File: src/rtl/sseg_pkg.sv
// Shared types, constants and the hex segment table for the seven-segment driver.
package sseg_pkg;

   // Segment vector, active-high: bit 0 = a ... bit 6 = g
   typedef logic [6:0] seg_t;

   // Decode mode selected by hex_en
   typedef enum logic {
      DEC_BCD = 1'b0,
      DEC_HEX = 1'b1
   } dec_mode_t;

   localparam seg_t SEG_BLANK = 7'h00;
   localparam seg_t SEG_DASH  = 7'h40;

   localparam seg_t HEX_TABLE [16] = '{
      7'h3F, 7'h06, 7'h5B, 7'h4F,
      7'h66, 7'h6D, 7'h7D, 7'h07,
      7'h7F, 7'h6F, 7'h77, 7'h7C,
      7'h39, 7'h5E, 7'h79, 7'h71
   };

   function automatic seg_t hex_seg(input logic [3:0] nib);
      return HEX_TABLE[nib];
   endfunction

endpackage

File: src/rtl/sseg_mux_driver_if.sv
// Bus between user logic and the display driver: load side plus display pins.
interface sseg_mux_driver_if #(
   parameter int DIGITS = 4
);
   logic [4*DIGITS-1:0] value;
   logic                load;
   logic                hex_en;
   logic                lz_blank;
   logic [DIGITS-1:0]   dp_mask;
   logic [6:0]          seg;
   logic                dp;
   logic [DIGITS-1:0]   an;
   logic                frame_done;

   modport master (
      output value, load, hex_en, lz_blank, dp_mask,
      input  seg, dp, an, frame_done
   );

   modport slave (
      input  value, load, hex_en, lz_blank, dp_mask,
      output seg, dp, an, frame_done
   );
endinterface

File: src/rtl/sseg_encoder.sv
// Combinational nibble to active-high segment decoder, hex or BCD.
module sseg_encoder
   import sseg_pkg::*;
(
   input  logic [3:0] i_nibble,
   input  logic       i_hex_en,
   output seg_t       o_seg
);

   // Table lookup; in BCD mode A-F collapse to a dash
   always_comb begin
      o_seg = hex_seg(i_nibble);
      if (dec_mode_t'(i_hex_en) == DEC_BCD && i_nibble > 4'd9) begin
         o_seg = SEG_DASH;
      end
   end

endmodule

File: src/rtl/sseg_mux_driver.sv
// Time-multiplexed seven-segment driver: shadow register, prescaler,
// digit scan, leading-zero blanking and registered pin outputs.
module sseg_mux_driver
   import sseg_pkg::*;
#(
   parameter int DIGITS     = 4,
   parameter int PRESCALE   = 100_000,
   parameter bit ACTIVE_LOW = 1'b1
) (
   input  logic               clk,
   input  logic               rst,
   sseg_mux_driver_if.slave   bus
);

   localparam int IW = (DIGITS > 1)   ? $clog2(DIGITS)   : 1;
   localparam int PW = (PRESCALE > 1) ? $clog2(PRESCALE) : 1;

   logic [PW-1:0]       r_pre;
   logic [IW-1:0]       r_idx;
   logic [4*DIGITS-1:0] r_val;
   logic                r_hex;
   logic                r_lz;
   logic [DIGITS-1:0]   r_dpm;
   logic [6:0]          r_seg;
   logic                r_dp;
   logic [DIGITS-1:0]   r_an;
   logic                r_frame;

   logic                w_tick;
   logic                w_last;
   logic [DIGITS-1:0]   w_lead_zero;
   logic [3:0]          w_nib;
   seg_t                w_seg_raw;
   seg_t                w_seg_hi;
   logic [DIGITS-1:0]   w_an_hi;

   assign w_tick = (r_pre == PW'(PRESCALE - 1));
   assign w_last = (r_idx == IW'(DIGITS - 1));

   // Prescaler and digit index; index steps on each terminal count
   always_ff @(posedge clk or posedge rst) begin
      if (rst) begin
         r_pre   <= '0;
         r_idx   <= '0;
         r_frame <= 1'b0;
      end else begin
         r_frame <= w_tick & w_last;
         if (w_tick) begin
            r_pre <= '0;
            r_idx <= w_last ? '0 : r_idx + 1'b1;
         end else begin
            r_pre <= r_pre + 1'b1;
         end
      end
   end

   // Shadow register captured on the load strobe
   always_ff @(posedge clk or posedge rst) begin
      if (rst) begin
         r_val <= '0;
         r_hex <= 1'b1;
         r_lz  <= 1'b0;
         r_dpm <= '0;
      end else if (bus.load) begin
         r_val <= bus.value;
         r_hex <= bus.hex_en;
         r_lz  <= bus.lz_blank;
         r_dpm <= bus.dp_mask;
      end
   end

   // Leading-zero map: digit i blanks when it and every digit above it are zero
   always_comb begin
      logic w_run;
      int unsigned i;
      w_run       = 1'b1;
      w_lead_zero = '0;
      for (int unsigned k = 0; k < DIGITS; k++) begin
         i = DIGITS - 1 - k;
         w_run = w_run & (r_val[4*i +: 4] == 4'h0);
         w_lead_zero[i] = w_run & r_lz & (i != 0);
      end
   end

   assign w_nib = r_val[{r_idx, 2'b00} +: 4];

   sseg_encoder u_enc (
      .i_nibble (w_nib),
      .i_hex_en (r_hex),
      .o_seg    (w_seg_raw)
   );

   assign w_seg_hi = w_lead_zero[r_idx] ? SEG_BLANK : w_seg_raw;
   assign w_an_hi  = DIGITS'(1) << r_idx;

   // Output register; polarity applied after decode
   always_ff @(posedge clk or posedge rst) begin
      if (rst) begin
         r_seg <= {7{ACTIVE_LOW}};
         r_dp  <= ACTIVE_LOW;
         r_an  <= {DIGITS{ACTIVE_LOW}};
      end else begin
         r_seg <= w_seg_hi ^ {7{ACTIVE_LOW}};
         r_dp  <= r_dpm[r_idx] ^ ACTIVE_LOW;
         r_an  <= w_an_hi ^ {DIGITS{ACTIVE_LOW}};
      end
   end

   assign bus.seg        = r_seg;
   assign bus.dp         = r_dp;
   assign bus.an         = r_an;
   assign bus.frame_done = r_frame;

endmodule

File: src/flat_wrapper.sv
// flat-port wrapper written by rule: the top's interface ports become plain ports
module sseg_mux_driver_flat import sseg_pkg::*;
#(
   parameter int DIGITS     = 4,
   parameter int PRESCALE   = 100_000,
   parameter bit ACTIVE_LOW = 1'b1
)
  (clk, rst, bus_value, bus_load, bus_hex_en, bus_lz_blank, bus_dp_mask, bus_seg, bus_dp, bus_an, bus_frame_done);
  sseg_mux_driver_if #(.DIGITS(DIGITS)) bus_i ();
  input  logic clk;
  input  logic rst;
  input wire logic [$bits(bus_i.value)-1:0] bus_value;
  input wire logic [$bits(bus_i.load)-1:0] bus_load;
  input wire logic [$bits(bus_i.hex_en)-1:0] bus_hex_en;
  input wire logic [$bits(bus_i.lz_blank)-1:0] bus_lz_blank;
  input wire logic [$bits(bus_i.dp_mask)-1:0] bus_dp_mask;
  output wire logic [$bits(bus_i.seg)-1:0] bus_seg;
  output wire logic [$bits(bus_i.dp)-1:0] bus_dp;
  output wire logic [$bits(bus_i.an)-1:0] bus_an;
  output wire logic [$bits(bus_i.frame_done)-1:0] bus_frame_done;
  assign bus_i.value = bus_value;
  assign bus_i.load = bus_load;
  assign bus_i.hex_en = bus_hex_en;
  assign bus_i.lz_blank = bus_lz_blank;
  assign bus_i.dp_mask = bus_dp_mask;
  assign bus_seg = bus_i.seg;
  assign bus_dp = bus_i.dp;
  assign bus_an = bus_i.an;
  assign bus_frame_done = bus_i.frame_done;
  sseg_mux_driver #(.DIGITS(DIGITS), .PRESCALE(PRESCALE), .ACTIVE_LOW(ACTIVE_LOW)) u_core (.clk(clk), .rst(rst), .bus(bus_i));
endmodule
File: config.mk
export PLATFORM = sky130hd
export DESIGN_NAME = sseg_mux_driver_flat
export DESIGN_NICKNAME = d
export VERILOG_FILES = /design/src/rtl/sseg_pkg.sv /design/src/rtl/sseg_mux_driver_if.sv /design/src/rtl/sseg_encoder.sv /design/src/rtl/sseg_mux_driver.sv /design/src/flat_wrapper.sv
export SDC_FILE = /design/constraint.sdc
export NUM_CORES = 1
export LEC_CHECK = 0
export ABC_CLOCK_PERIOD_IN_PS = 3300
export CORE_ASPECT_RATIO = 1.4
export CORE_MARGIN = 5
export CORE_UTILIZATION = 30
export CTS_CLUSTER_DIAMETER = 200
export DETAILED_ROUTE_END_ITERATION = 7
export PLACE_DENSITY = 0.5
export SLEW_MARGIN = 20
export SYNTH_ARGS = -nofsm -noshare
export SYNTH_HDL_FRONTEND = slang
export SYNTH_HIERARCHICAL = 1
export SYNTH_SLANG_ARGS = --single-unit
File: constraint.sdc
create_clock -name clk -period 3.3 [get_ports clk]
set_input_delay 0.33 -clock clk [delete_from_list [all_inputs] [get_ports clk]]
set_output_delay 0.33 -clock clk [all_outputs]
set_load 0.1 [all_outputs]
### Word-level counts from Yosys, hierarchy flattened

Memory sizes are Yosys's and may differ from the RTL's.
Cells that the tools add are included.

* bits in registers: 54
* bits in read-only memories: 112
* output and inout bits: 13
* word-level logic and storage cells: 45
* memories: 1

* add/sub/neg operators: 2
* $lt $le $gt $ge: 3
* equality and inequality tests: 2
* shifts and indexed selects: 2
* multiplexer cells: 10
* bitwise logic cells: 11
* reductions and logical operators: 4

Memory list
* (no name shown): words 16, width 7, read ports 1, clocked after Yosys merged registers in 0, wr ports 0, RTL line sseg_pkg.sv:24 `return HEX_TABLE[nib];`

Operator list (count)
* two-way mux 7 bit: 4
* adder 17 x 1 -> 17 bit (second input constant): 1
* == test 17 bit (second input constant): 1
* two-way mux 17 bit: 1
* indexed part select 16 x 5 -> 4 bit: 1
* logical NOT 4 bit: 3
* NOT 7 bit: 1
* AND 1 bit: 6
* >= comparator 5 bit (second input constant): 1
* NOT 4 -> 5 bit: 1
* binary-select mux 1 bit (select 2 bit): 2
* > comparator 4 bit (second input constant): 1
* NOT 4 bit: 1
* left shift 1 x 2 -> 4 bit (first input constant): 1
* < comparator 2 x 3 -> 1 bit (second input constant): 1
* adder 2 x 1 -> 2 bit (second input constant): 1
* == test 2 bit (second input constant): 1
* two-way mux 1 bit: 2
* two-way mux 2 bit: 1
* NOT 1 bit: 2
* logical AND 1 bit: 1

### Depth between registers and ports, before layout

Gate-level depths: netlist (run 1).

* word-level depth: 8
* mapped depth: 9

### Hierarchy

Netlist (run 1), hierarchy kept.

Modules (own cells, without submodules)
* sseg_mux_driver: times used 1, cells an instance 171, area each 2292.2 um2, sequential area each 1367.6 um2
* sseg_encoder: times used 1, cells an instance 41, area each 311.5 um2, sequential area each 0.0 um2

### Worst setup path after synthesis (run 1)

No wires, ideal clock.

* path type: flip-flop to flip-flop
* start point: reg u_core.r_idx[0]
* end point: reg u_core.r_seg[3], in the netlist u_core/bus.seg[3]
* arrival time: 2.004 ns
* required time: 3.209 ns
* slack: 1.204 ns
* stages on the path, launching flop included: 9
* buffers on the path: 1
* period minus slack after synthesis: 2.096 ns
* cells stage by stage: dfrtp_1 > buf_2 > mux4_2 > inv_1 > ha_1 > inv_1 > mux4_1 > nor2_1 > nand2_1

* cells in the longest elaborated chain, start to end: 8

RTL lines
* from (decl): RTL line sseg_mux_driver.sv:19 `logic [IW-1:0] r_idx;`
* from (signal assigned): RTL line sseg_mux_driver.sv:50 `r_idx <= w_last ? '0 : r_idx + 1'b1;`
* indexed part select 16 x 5 -> 4 bit *: RTL line sseg_mux_driver.sv:85 `assign w_nib = r_val[{r_idx, 2'b00} +: 4];`
* via u_core.w_nib[0]: RTL line sseg_mux_driver.sv:32 `logic [3:0] w_nib;`
* NOT 4 -> 5 bit (not written as such): RTL line sseg_pkg.sv:24
* memory read (16 x 7 bit)
* two-way mux 7 bit (not written as such) (2 in a row): RTL line sseg_pkg.sv:24
* two-way mux 7 bit *: RTL line sseg_encoder.sv:13 `if (dec_mode_t'(i_hex_en) == DEC_BCD && i_nibble > 4'd9) begin`
* via u_core.w_seg_raw[3]: RTL line sseg_mux_driver.sv:33 `seg_t w_seg_raw;`
* two-way mux 7 bit *: RTL line sseg_mux_driver.sv:93 `assign w_seg_hi = w_lead_zero[r_idx] ? SEG_BLANK : w_seg_raw;`
* NOT 7 bit (no line) *
* to (signal assigned): RTL line sseg_mux_driver.sv:99 `r_seg <= {7{ACTIVE_LOW}};`
* to (signal assigned): RTL line sseg_mux_driver.sv:103 `r_seg <= w_seg_hi ^ {7{ACTIVE_LOW}};`
* to (decl): RTL line sseg_mux_driver.sv:24 `logic [6:0] r_seg;`

Mark *: on every way through the listed nets, which the timed path passes. The rest lies on a longest branch. The select of a mux whose other input is x is not followed.
A chain may end at the register's enable or synchronous reset.

### Worst setup path in the final report (run 1)

Same ends and word-level chain as after synthesis.

==> flow_metrics.env, run 1 <==
export IMPL_setup_viol=0
export IMPL_path_cells="mux4_2 -> inv_1 -> ha_1 -> inv_1 -> mux4_1 -> nor2_1 -> nand2_1"
export IMPL_netlist_instances=212
export IMPL_outcome="complete, no violations"
export IMPL_r2r_end="u_core/bus.seg[3]"
export IMPL_min_path_type="flop to flop"
export IMPL_mostFrequentLayoutCell="dfrtp_1"
export IMPL_crit_start="u_core/r_idx[0]"
export IMPL_ctsHoldBuffers=0
export IMPL_wl_per_cell_um=14.8
export IMPL_final_util=0.379
export IMPL_r2r_cells=7
export IMPL_crit_path_max_incr_delay_ps=640
export IMPL_synth_cell_area_sq_mm=0.00260
export IMPL_crit_buf_inv=2
export IMPL_cts_resized=0
export IMPL_cp_required_ps=3510
export IMPL_critPathCapture="u_core/bus.seg[3]"
export IMPL_grt_max_degree=51
export IMPL_period_share=0.696
export IMPL_drv_cap=0
export IMPL_clk_pin_slew_ps=60
export IMPL_ant_nets=0
export IMPL_grt_pass1_vias=1758
export IMPL_relSlewSlack=0.345
export IMPL_holdPathStages=1
export IMPL_yosys_top_cells_area="dfrtp_1 39%, dfstp_2 13%, mux2_2 9.9%"
export IMPL_ys_ff_latch=54
export IMPL_cp_max_fo=11
export IMPL_ys_types=39
export IMPL_async_flop_share=1.00
export IMPL_crit_family="multiplexers"
export IMPL_die_w_um=88.7
export IMPL_synth_edff_count=0
export IMPL_holdWs_ps=480
export IMPL_die_h_um=120
export IMPL_reg2reg_from="u_core/r_idx[0]"
export IMPL_clkLatencyLatePin_ps=300
export IMPL_post_cts_buffers=0
export IMPL_grt_remaining_overflow=0
export IMPL_port_buffers=37
export IMPL_diodes=0
export IMPL_num_rows=40
export IMPL_critPathArrivalTime_ps=2500
export IMPL_peakVddDrop_mv=0.285
export IMPL_grt_pass1_wl_um=8850
export IMPL_tightest_slew_ps=979
export IMPL_p_leak_uw=0.00133
export IMPL_rrSetupSlack_ps=1000
export IMPL_grt_use_total=0.111
export IMPL_maxSlewViolCount=0
export IMPL_drc=0
export IMPL_synthesis_nets=248
export IMPL_start_util=0.304
export IMPL_synth_largest_area_cell="dfrtp_1"
export IMPL_cts_tree="done"
export IMPL_layout_drive_gt1_share=0.230
export IMPL_viasPerCell=4.74
export IMPL_final_cell_mix="41 x dfrtp_1, 37 x clkdlybuf4s50_1, 23 x mux2_2"
export IMPL_rsz0062_at_grt="false"
export IMPL_synth_top_area_frac=0.394
export IMPL_path_common_cell="inv_1"
export IMPL_finalPower_uw=1670
export IMPL_fin_skew_ps=5.31
export IMPL_dp_hpwl_um=3920
export IMPL_hold_viol=0
export IMPL_dieArea_sq_mm=0.0107
export IMPL_grt_antenna_before_repair=0
export IMPL_min_period_ps=2300
export IMPL_slowest_stage="mux4_2"
export IMPL_critical_path_startpoint_type="flop"
export IMPL_design_core_area_sq_mm=0.00856
export IMPL_crit_type="flop to flop"
export IMPL_worst_setup_path_end_kind="flop"
export IMPL_cts_sinks=54
export IMPL_syn_to_final_growth_pct=24.7
export IMPL_synth_ff_type="dfrtp_1"
export IMPL_io_pins=38
export IMPL_h_tree_depth=2
export IMPL_power_density_mw_per_mm2=514
export IMPL_nets=287
export IMPL_setup_tns_ps=0
export IMPL_cts_buffers=5
export IMPL_clockBufferDepth=2
export IMPL_globalplace_congestion=0.766
export IMPL_yosysWarnings=6
export IMPL_via_count=1692
export IMPL_cp_depth=7
export IMPL_drtIter0Drc=53
export IMPL_avgSynthCellArea_sq_um=12.3
export IMPL_drt_first_pass_iters=4
export IMPL_ys_seq_area_frac=0.525
export IMPL_wl_um=5270
export IMPL_clk_root_buffer_cell="clkbuf_16"
export IMPL_clock_fmax_mhz=436
Yosys cell counts (all sizes together) (2+ instances only):
library cell and number:
or4b 2, inv 13, nand3 6, o21bai 2
nor4 6, nor2 18, nand4 7, xnor2 13
xor2 3, mux4 6, nor2b 2, buf 7
nor3 6, nand2 15, mux2 24, a21oi 2
ha 11, a211oi 2, dfrtp 41, dfstp 13
layout make-up:
cell class	count	area, sq um
clock buffer	8	166
fill	819	5310
inverter	13	50.0
multi-input combinational	137	1140
sequential	54	1370
tap	105	131
timing repair buffer	40	393
metal layers:
layer / wire (um) / vias up / GRT usage
li1: - / 810 / -
met1: 2110 / 837 / 0.124
met2: 2790 / 37 / 0.191
met3: 256 / 8 / 0.0300
met4: 114 / 0 / 0.0510
met5: 0 / - / 0
cell families after synthesis:
kind of cell / synth area share
compound gates: 0.0317
buf+inv: 0.0375
xor+xnor: 0.0538
mux: 0.161
flops: 0.525
simple gates: 0.138
fa+ha+maj: 0.0529
power breakdown:
part | internal (uW) | total, uW | switching [uW]
clock | 344 | 574 | 231
sequential | 722 | 747 | 24.5
combinational | 122 | 348 | 226
worst reg2reg max path, delay by kind of cell (launching register included):
kind          cells  cell delay [ps]
fa+ha+maj         1              140
buf+inv           2              190
flops             1              600
mux               2             1130
simple gates      2              160
per-stage QoR:
| stage | cell area, sq um | worst slack [ps] | cells |
|---|---|---|---|
| 3_3_place_gp | 3080 | 1080 | 349 |
| 4_1_cts | 3250 | 990 | 357 |
| 2_1_floorplan | 2600 | 1200 | 212 |
| 3_5_place_dp | 3080 | 993 | 349 |
| 6_report | 3250 | 1000 | 357 |
| 5_1_grt | 3250 | 846 | 357 |
how the worst min path moves through the flow:
stage | from | endpoint | slack [ps]
global route | u_core/r_pre[0] | u_core/r_pre[0] | 520
finish | u_core/r_pre[0] | u_core/r_pre[0] | 480
global placement | u_core/r_pre[0] | u_core/r_pre[0] | 480
detailed placement | u_core/r_pre[0] | u_core/r_pre[0] | 480
CTS | u_core/r_pre[0] | u_core/r_pre[0] | 490
floorplan | u_core/r_pre[0] | u_core/r_pre[0] | 450
registers in the layout, summed over array words and instances (netlist names):
| signal | count |
|---|---|
| u_core/bus.frame_done | 1 |
| u_core/r_lz | 1 |
| u_core/r_idx | 2 |
| u_core/r_hex | 1 |
| u_core/r_val | 16 |
| u_core/bus.seg | 7 |
| u_core/r_pre | 17 |
| u_core/bus.dp | 1 |
| u_core/bus.an | 4 |
| u_core/r_dpm | 4 |
Note: power is estimated with default switching activity, not from simulation.
==> run 2, diff against run 1 <==
--- a/config.mk
+++ b/config.mk
@@ -5,13 +5,13 @@
 export SDC_FILE = /design/constraint.sdc
 export NUM_CORES = 1
 export LEC_CHECK = 0
-export ABC_CLOCK_PERIOD_IN_PS = 3300
+export ABC_CLOCK_PERIOD_IN_PS = 1970
 export CORE_ASPECT_RATIO = 1.4
 export CORE_MARGIN = 5
 export CORE_UTILIZATION = 30
 export CTS_CLUSTER_DIAMETER = 200
 export DETAILED_ROUTE_END_ITERATION = 7
-export PLACE_DENSITY = 0.5
+export PLACE_DENSITY = 0.52
 export SLEW_MARGIN = 20
 export SYNTH_ARGS = -nofsm -noshare
 export SYNTH_HDL_FRONTEND = slang
==> constraint.sdc (replaced) <==
create_clock -name clk -period 1.97 [get_ports clk]
set_input_delay 0.197 -clock clk [delete_from_list [all_inputs] [get_ports clk]]
set_output_delay 0.197 -clock clk [all_outputs]
set_load 0.1 [all_outputs]
==> run 2 against run 1 <==
Against the previous run:
- the flow now finishes with violations (negative setup slack)
- sequential power is 67% higher
- core utilization up 1.3 points
- flip-flop and latch count unchanged
- power increased by 66%
- die area unchanged
- first-iteration DRC count increased by 5.7%
- highest routed layer unchanged
- routed wire length grew 2.5%
- hold slack got worse by 340 ps
- critical path depth unchanged
- largest cell class unchanged
- non-clock buffer count grew 14
==> flow_metrics.env, run 2 (same netlist as run 1, synthesis figures left out) <==
export IMPL_outcome="complete, but fails checks"
export IMPL_violations="negative setup slack"
export IMPL_r2r_cells=7
export IMPL_clk_root_buffer_cell="clkbuf_16"
export IMPL_drtIter0Drc=56
export IMPL_critPathArrivalTime_ps=2190
export IMPL_hold_viol=0
export IMPL_rsz0062_at_grt="true"
export IMPL_globalplace_congestion=0.809
export IMPL_setup_tns_ps=-27.4
export IMPL_peakVddDrop_mv=0.437
export IMPL_num_rows=40
export IMPL_min_period_ps=2000
export IMPL_diodes=0
export IMPL_io_pins=38
export IMPL_relSlewSlack=0.586
export IMPL_crit_path_max_incr_delay_ps=600
export IMPL_final_util=0.393
export IMPL_dp_hpwl_um=4030
export IMPL_p_leak_uw=0.00140
export IMPL_port_buffers=37
export IMPL_viasPerCell=4.68
export IMPL_h_tree_depth=2
export IMPL_via_count=1738
export IMPL_power_density_mw_per_mm2=824
export IMPL_grt_remaining_overflow=0
export IMPL_wl_um=5400
export IMPL_crit_buf_inv=2
export IMPL_grt_pass1_vias=1854
export IMPL_critical_path_startpoint_type="flop"
export IMPL_design_core_area_sq_mm=0.00856
export IMPL_die_h_um=120
export IMPL_cts_buffers=5
export IMPL_grt_use_total=0.112
export IMPL_cp_required_ps=2160
export IMPL_period_share=1.01
export IMPL_regMostFlops="u_core/r_pre"
export IMPL_clock_fmax_mhz=501
export IMPL_fin_skew_ps=8.95
export IMPL_cts_tree="done"
export IMPL_tightest_slew_ps=618
export IMPL_die_w_um=88.7
export IMPL_largest_reg_flops=17
export IMPL_wl_per_cell_um=14.6
export IMPL_cts_sinks=54
export IMPL_maxSlewViolCount=0
export IMPL_ant_nets=0
export IMPL_dieArea_sq_mm=0.0107
export IMPL_post_place_ws_ps=-76.1
export IMPL_rrSetupSlack_ps=-30
export IMPL_holdWs_ps=139
export IMPL_layout_drive_gt1_share=0.372
export IMPL_grt_antenna_before_repair=0
export IMPL_path_cells="mux4_2 -> inv_2 -> ha_4 -> inv_2 -> mux4_2 -> nor2_2 -> nand2_1"
export IMPL_crit_type="flop to flop"
export IMPL_final_cell_mix="40 x dfrtp_1, 29 x buf_4, 24 x clkdlybuf4s50_1"
export IMPL_clockBufferDepth=2
export IMPL_min_path_type="input pin to asynchronous set/reset pin"
export IMPL_cp_max_fo=6
export IMPL_ctsHoldBuffers=0
export IMPL_syn_to_final_growth_pct=29.1
export IMPL_grt_max_degree=33
export IMPL_drc=0
export IMPL_r2r_end="u_core/bus.seg[3]"
export IMPL_fin_ws_ps=-27.4
export IMPL_worst_setup_path_end_kind="flop"
export IMPL_slowest_stage="mux4_2"
export IMPL_crit_family="multiplexers"
export IMPL_reg2reg_from="u_core/r_idx[0]"
export IMPL_drt_first_pass_iters=4
export IMPL_mostFrequentLayoutCell="dfrtp_1"
export IMPL_grt_pass1_wl_um=9140
export IMPL_setup_viol=1
export IMPL_clkLatencyLatePin_ps=290
export IMPL_drv_cap=0
export IMPL_nets=301
export IMPL_clk_pin_slew_ps=70
export IMPL_start_util=0.304
export IMPL_nFillCells=832
[run 2: report_power, final]
| part | switching (uW) | internal (uW) |
|---|---|---|
| combinational | 401 | 234 |
| sequential | 39.4 | 1210 |
| clock | 379 | 505 |
| total | 819 | 1950 |
[run 2: worst register-to-register path, delay by kind of cell (launching register included)]
kind                     cells  cell delay (ps)
buffers and inverters        2              150
adder cells (fa/ha/maj)      1              140
flip-flops                   1              410
AND/OR/NAND/NOR              2              140
multiplexers                 2             1070
[run 2: cell type report]
cell class	count	area, sq um	share of cell area
clock buffer	7	143	0.0424
clock inverter	1	5.00	0.00149
inverter	13	51.3	0.0153
multi-input combinational	137	1180	0.352
sequential	54	1370	0.407
tap	105	131	0.0391
timing repair buffer	54	478	0.142
[run 2: worst max path at each step]
| stage | endpoint | cells past startpoint | start |
|---|---|---|---|
| 4_1_cts | u_core/bus.seg[3] | 7 | u_core/r_idx[0] |
| 2_1_floorplan | u_core/bus.seg[3] | 8 | u_core/r_idx[0] |
| 3_3_place_gp | u_core/bus.seg[6] | 6 | u_core/r_idx[0] |
| 6_report | u_core/bus.seg[3] | 7 | u_core/r_idx[0] |
| 3_5_place_dp | u_core/bus.seg[6] | 6 | u_core/r_idx[0] |
| 5_1_grt | u_core/bus.seg[3] | 7 | u_core/r_idx[0] |
[run 2: what timing repair did]
item,CTS,global route
endpoints found under the hold margin,0,0
gates cloned,0,0
pin swaps,2,2
setup endpoints to repair,7,7
resized for setup,5,8
setup buffers,0,2
[run 2: metrics by stage]
| stage | power (uW) | instances | instance area (sq um) |
|---|---|---|---|
| after global routing | 2910 | 371 | 3360 |
| after CTS | 2790 | 369 | 3310 |
| after detailed placement | 1880 | 361 | 3150 |
| after floorplan | 1710 | 212 | 2610 |
| final | 2770 | 371 | 3360 |
| after global placement | 1880 | 361 | 3150 |
[run 2: metal layers]
metal | wire length [um] | vias up | GRT usage
met5 | 0 | - | 0
met4 | 89 | 0 | 0.0454
met3 | 268 | 6 | 0.0293
met2 | 2770 | 28 | 0.186
met1 | 2270 | 863 | 0.136
li1 | - | 841 | -
==> run 3, diff against run 2 <==
--- a/config.mk
+++ b/config.mk
@@ -11,6 +11,7 @@
 export CORE_UTILIZATION = 30
 export CTS_CLUSTER_DIAMETER = 200
 export DETAILED_ROUTE_END_ITERATION = 7
+export GPL_ROUTABILITY_DRIVEN = 0
 export PLACE_DENSITY = 0.52
 export SLEW_MARGIN = 20
 export SYNTH_ARGS = -nofsm -noshare
==> results of run 3 <==
Same layout as run 2: the final DEF is identical, and so are final timing and power.
==> edit, RTL diff (flow settings as in run 3) <==
`ACTIVE_LOW` is set to 1'b1 in 2 places; all go to 1'b0.
--- a/src/rtl/sseg_mux_driver.sv
+++ b/src/rtl/sseg_mux_driver.sv
@@ -6,5 +6,5 @@
    parameter int DIGITS     = 4,
    parameter int PRESCALE   = 100_000,
-   parameter bit ACTIVE_LOW = 1'b1
+   parameter bit ACTIVE_LOW = 1'b0
 ) (
    input  logic               clk,
--- a/src/flat_wrapper.sv
+++ b/src/flat_wrapper.sv
@@ -4,5 +4,5 @@
    parameter int DIGITS     = 4,
    parameter int PRESCALE   = 100_000,
-   parameter bit ACTIVE_LOW = 1'b1
+   parameter bit ACTIVE_LOW = 1'b0
 )
   (clk, rst, bus_value, bus_load, bus_hex_en, bus_lz_blank, bus_dp_mask, bus_seg, bus_dp, bus_an, bus_frame_done);
Behaviour: not the same (a bounded check fails within 4 cycles, from zero or initial values and one cycle with rst high).
==> edit against run 3 <==
Combinational power rose by 3%. Largest cell class unchanged. Routed wire length rose by 7.9%. The flow still finishes with violations (setup timing). Synthesized area rose by 0.24%. Clock power rose by 0.9%. Final area up 2.6%. Power rose by 0.37%. Worst setup slack lost 0.030 ns. Utilization up 1.0 points. Sequential cell count unchanged. Die area is 0.22% higher.
==> edit: results (changes against run 3) <==
| Metric | Value |
|---|---|
| Status | `finished with violations` |
| Failing checks | `setup timing` |
| Yosys Warn Count | `6 (unchanged)` |
| Met3 Usage GRT | `2.18% (-0.75 points)` |
| Largest net degree at the start of global routing | `39 (+18%)` |
| Worst vdd ir | `0.386 mV (-12%)` |
| Lkg Pwr | `1.46 nW (+4.7%)` |
| Final HPWL DP | `4320 um (+7.0%)` |
| Largest cells by area after synthesis | `dfrtp_1 51%, mux2_2 9.9%, ha_1 5.3%, mux4_2 4.3%, xnor2_1 4.0%` |
| Sequential share of the synthesized area | `51.8% (-0.70 points)` |
| Vias in the first global route | `1935 (+4.4%)` |
| Average wire per standard cell | `15.4 um (+5.9%)` |
| Final net count | `308 (+2.3%)` |
| Setup Skew | `0.00388 ns (-0.00508 ns)` |
| Asr flop ratio synth | `100% (unchanged)` |
| Initial DRC count | `58 (+3.6%)` |
| Library cells used by synthesis | `41 (+5.1%)` |
| GRT Overall Usage | `11.4% (+0.13 points)` |
| Reg with most FFs | `u_core/r_pre` |
| Via-to-Cell Ratio | `4.81 (+2.8%)` |
| Setup TNS | `-0.103 ns (-0.0752 ns)` |
| Top_reg_cell synth | `dfrtp_1` |
| Final Non-Filler Cells | `378 (+1.9%)` |
| CTS Buf Count | `5 (unchanged)` |
| Syn_nets | `247 (-0.40%)` |
| Setup slack after layout | `-0.0573 ns (-0.0299 ns)` |
| DP Area | `3230 sq um (+2.6%)` |
| Max reg flops | `17 (unchanged)` |
| Critical-path maximum fanout | `6 (unchanged)` |
| Port bufs | `37 (unchanged)` |
| First-pass DRT Iterations | `4 (unchanged)` |
| Placed cells | `366 (+1.4%)` |
| GR Util met2 | `21.5% (+2.8 points)` |
| Post-Syn Area per Cell | `12.4 sq um (+0.72%)` |
| Worst hold slack | `0.216 ns (+0.0768 ns)` |
| CTS H-tree lvls | `2 (unchanged)` |
| Synth cell count leaders | `53 x dfrtp_1, 23 x mux2_2, 16 x nor2_1` |
| CP Data Arrival Time | `2.25 ns (+0.06 ns)` |
| Worst slew pin tran | `0.385 ns (-0.233 ns)` |
| Fraction of layout cells with a size suffix above 1 | `35.5% (-1.7 points)` |
| Synth Area in Adders | `5.27% (-0.013 points)` |
| Compound-gate portion of the synthesized area | `3.60% (+0.42 points)` |
| Multiplexer share of the synthesized area | `16.2% (+0.11 points)` |
| DP Worst Slack | `-0.0748 ns (+0.00132 ns)` |
| First-pass GRT wire length | `9280 um (+1.6%)` |
| XOR/XNOR Fraction of Synth Area | `5.03% (-0.35 points)` |
| Setup Viol. Count Final | `3 (+2)` |
| GR Util met1 | `11.8% (-1.8 points)` |
## edit: cell types whose count changed in the layout (fill, tap and decap cells not counted), moves of 2 or more
cell | before | now
and3_1 | 1 | 4
nor2b_1 | 2 | 8
and4_1 | 0 | 2
dfrtp_1 | 40 | 52
nand4_1 | 7 | 4
buf_4 | 29 | 36
nor4_1 | 6 | 4
dfstp_2 | 13 | 1
nand2_1 | 15 | 11
inv_1 | 9 | 5
## edit: report_power, final
| group | internal [mW] | switching [mW] |
|---|---|---|
| Sequential | 1.19 | 0.0461 |
| Clock | 0.511 | 0.380 |
| Combinational | 0.253 | 0.402 |
| Total | 1.95 | 0.827 |
## edit: layout make-up
type / count / area (sq um)
clock buffer: 7 / 143
tap: 105 / 131
clock inverter: 1 / 8.76
timing repair buffer: 62 / 542
multi-input combinational: 140 / 1230
sequential: 54 / 1350
fill: 832 / 5110
inverter: 9 / 36.3
## edit: repair_timing
action / in CTS / in global routing
hold buffers: 0 / 0
endpoints found under the setup margin: 7 / 9
cloned: 0 / 1
setup buffers: 2 / 1
pin swaps: 1 / 1
gates resized for setup: 2 / 7
## edit: logic make-up after synthesis
| logic type | count (synthesis) |
|---|---|
| and+or+nand+nor | 70 |
| adders and majority gates | 11 |
| muxes | 31 |
| AOI/OAI and AO/OA | 12 |
| DFF | 54 |
| buffers and inverters | 18 |
| xor gates and xnor gates | 15 |
## edit: per-layer routing
metal / vias to the layer above / wire [um]
li1: 858 / -
met1: 907 / 2150
met2: 43 / 3260
met3: 12 / 242
met4: 0 / 177
met5: - / 0
## edit: worst max-delay path: stages, from the launching register on
cell and delay (ns):
dfrtp_2 0.42, mux4_2 0.62, inv_2 0.12, ha_4 0.13, inv_2 0.03, mux4_2 0.45
nor2_2 0.08, nor2b_2 0.12
## edit: path summary, 6_finish.rpt
kind                                             startpoint                     endpoint  cells after the start
min in group clk                  u_core/r_pre[0]$_DFF_PP0_    u_core/r_pre[0]$_DFF_PP0_                      1
worst min-delay path                                    rst    u_core/r_pre[4]$_DFF_PP0_                      2
worst min register to register    u_core/r_pre[0]$_DFF_PP0_    u_core/r_pre[0]$_DFF_PP0_                      1
worst max register to register  u_core/r_idx[0]$_DFFE_PP0N_  u_core/bus.seg[3]$_DFF_PP0_                      7
max in group asynchronous                               rst     u_core/r_hex$_DFFE_PP1P_                      3
worst max-delay path            u_core/r_idx[0]$_DFFE_PP0N_  u_core/bus.seg[3]$_DFF_PP0_                      7
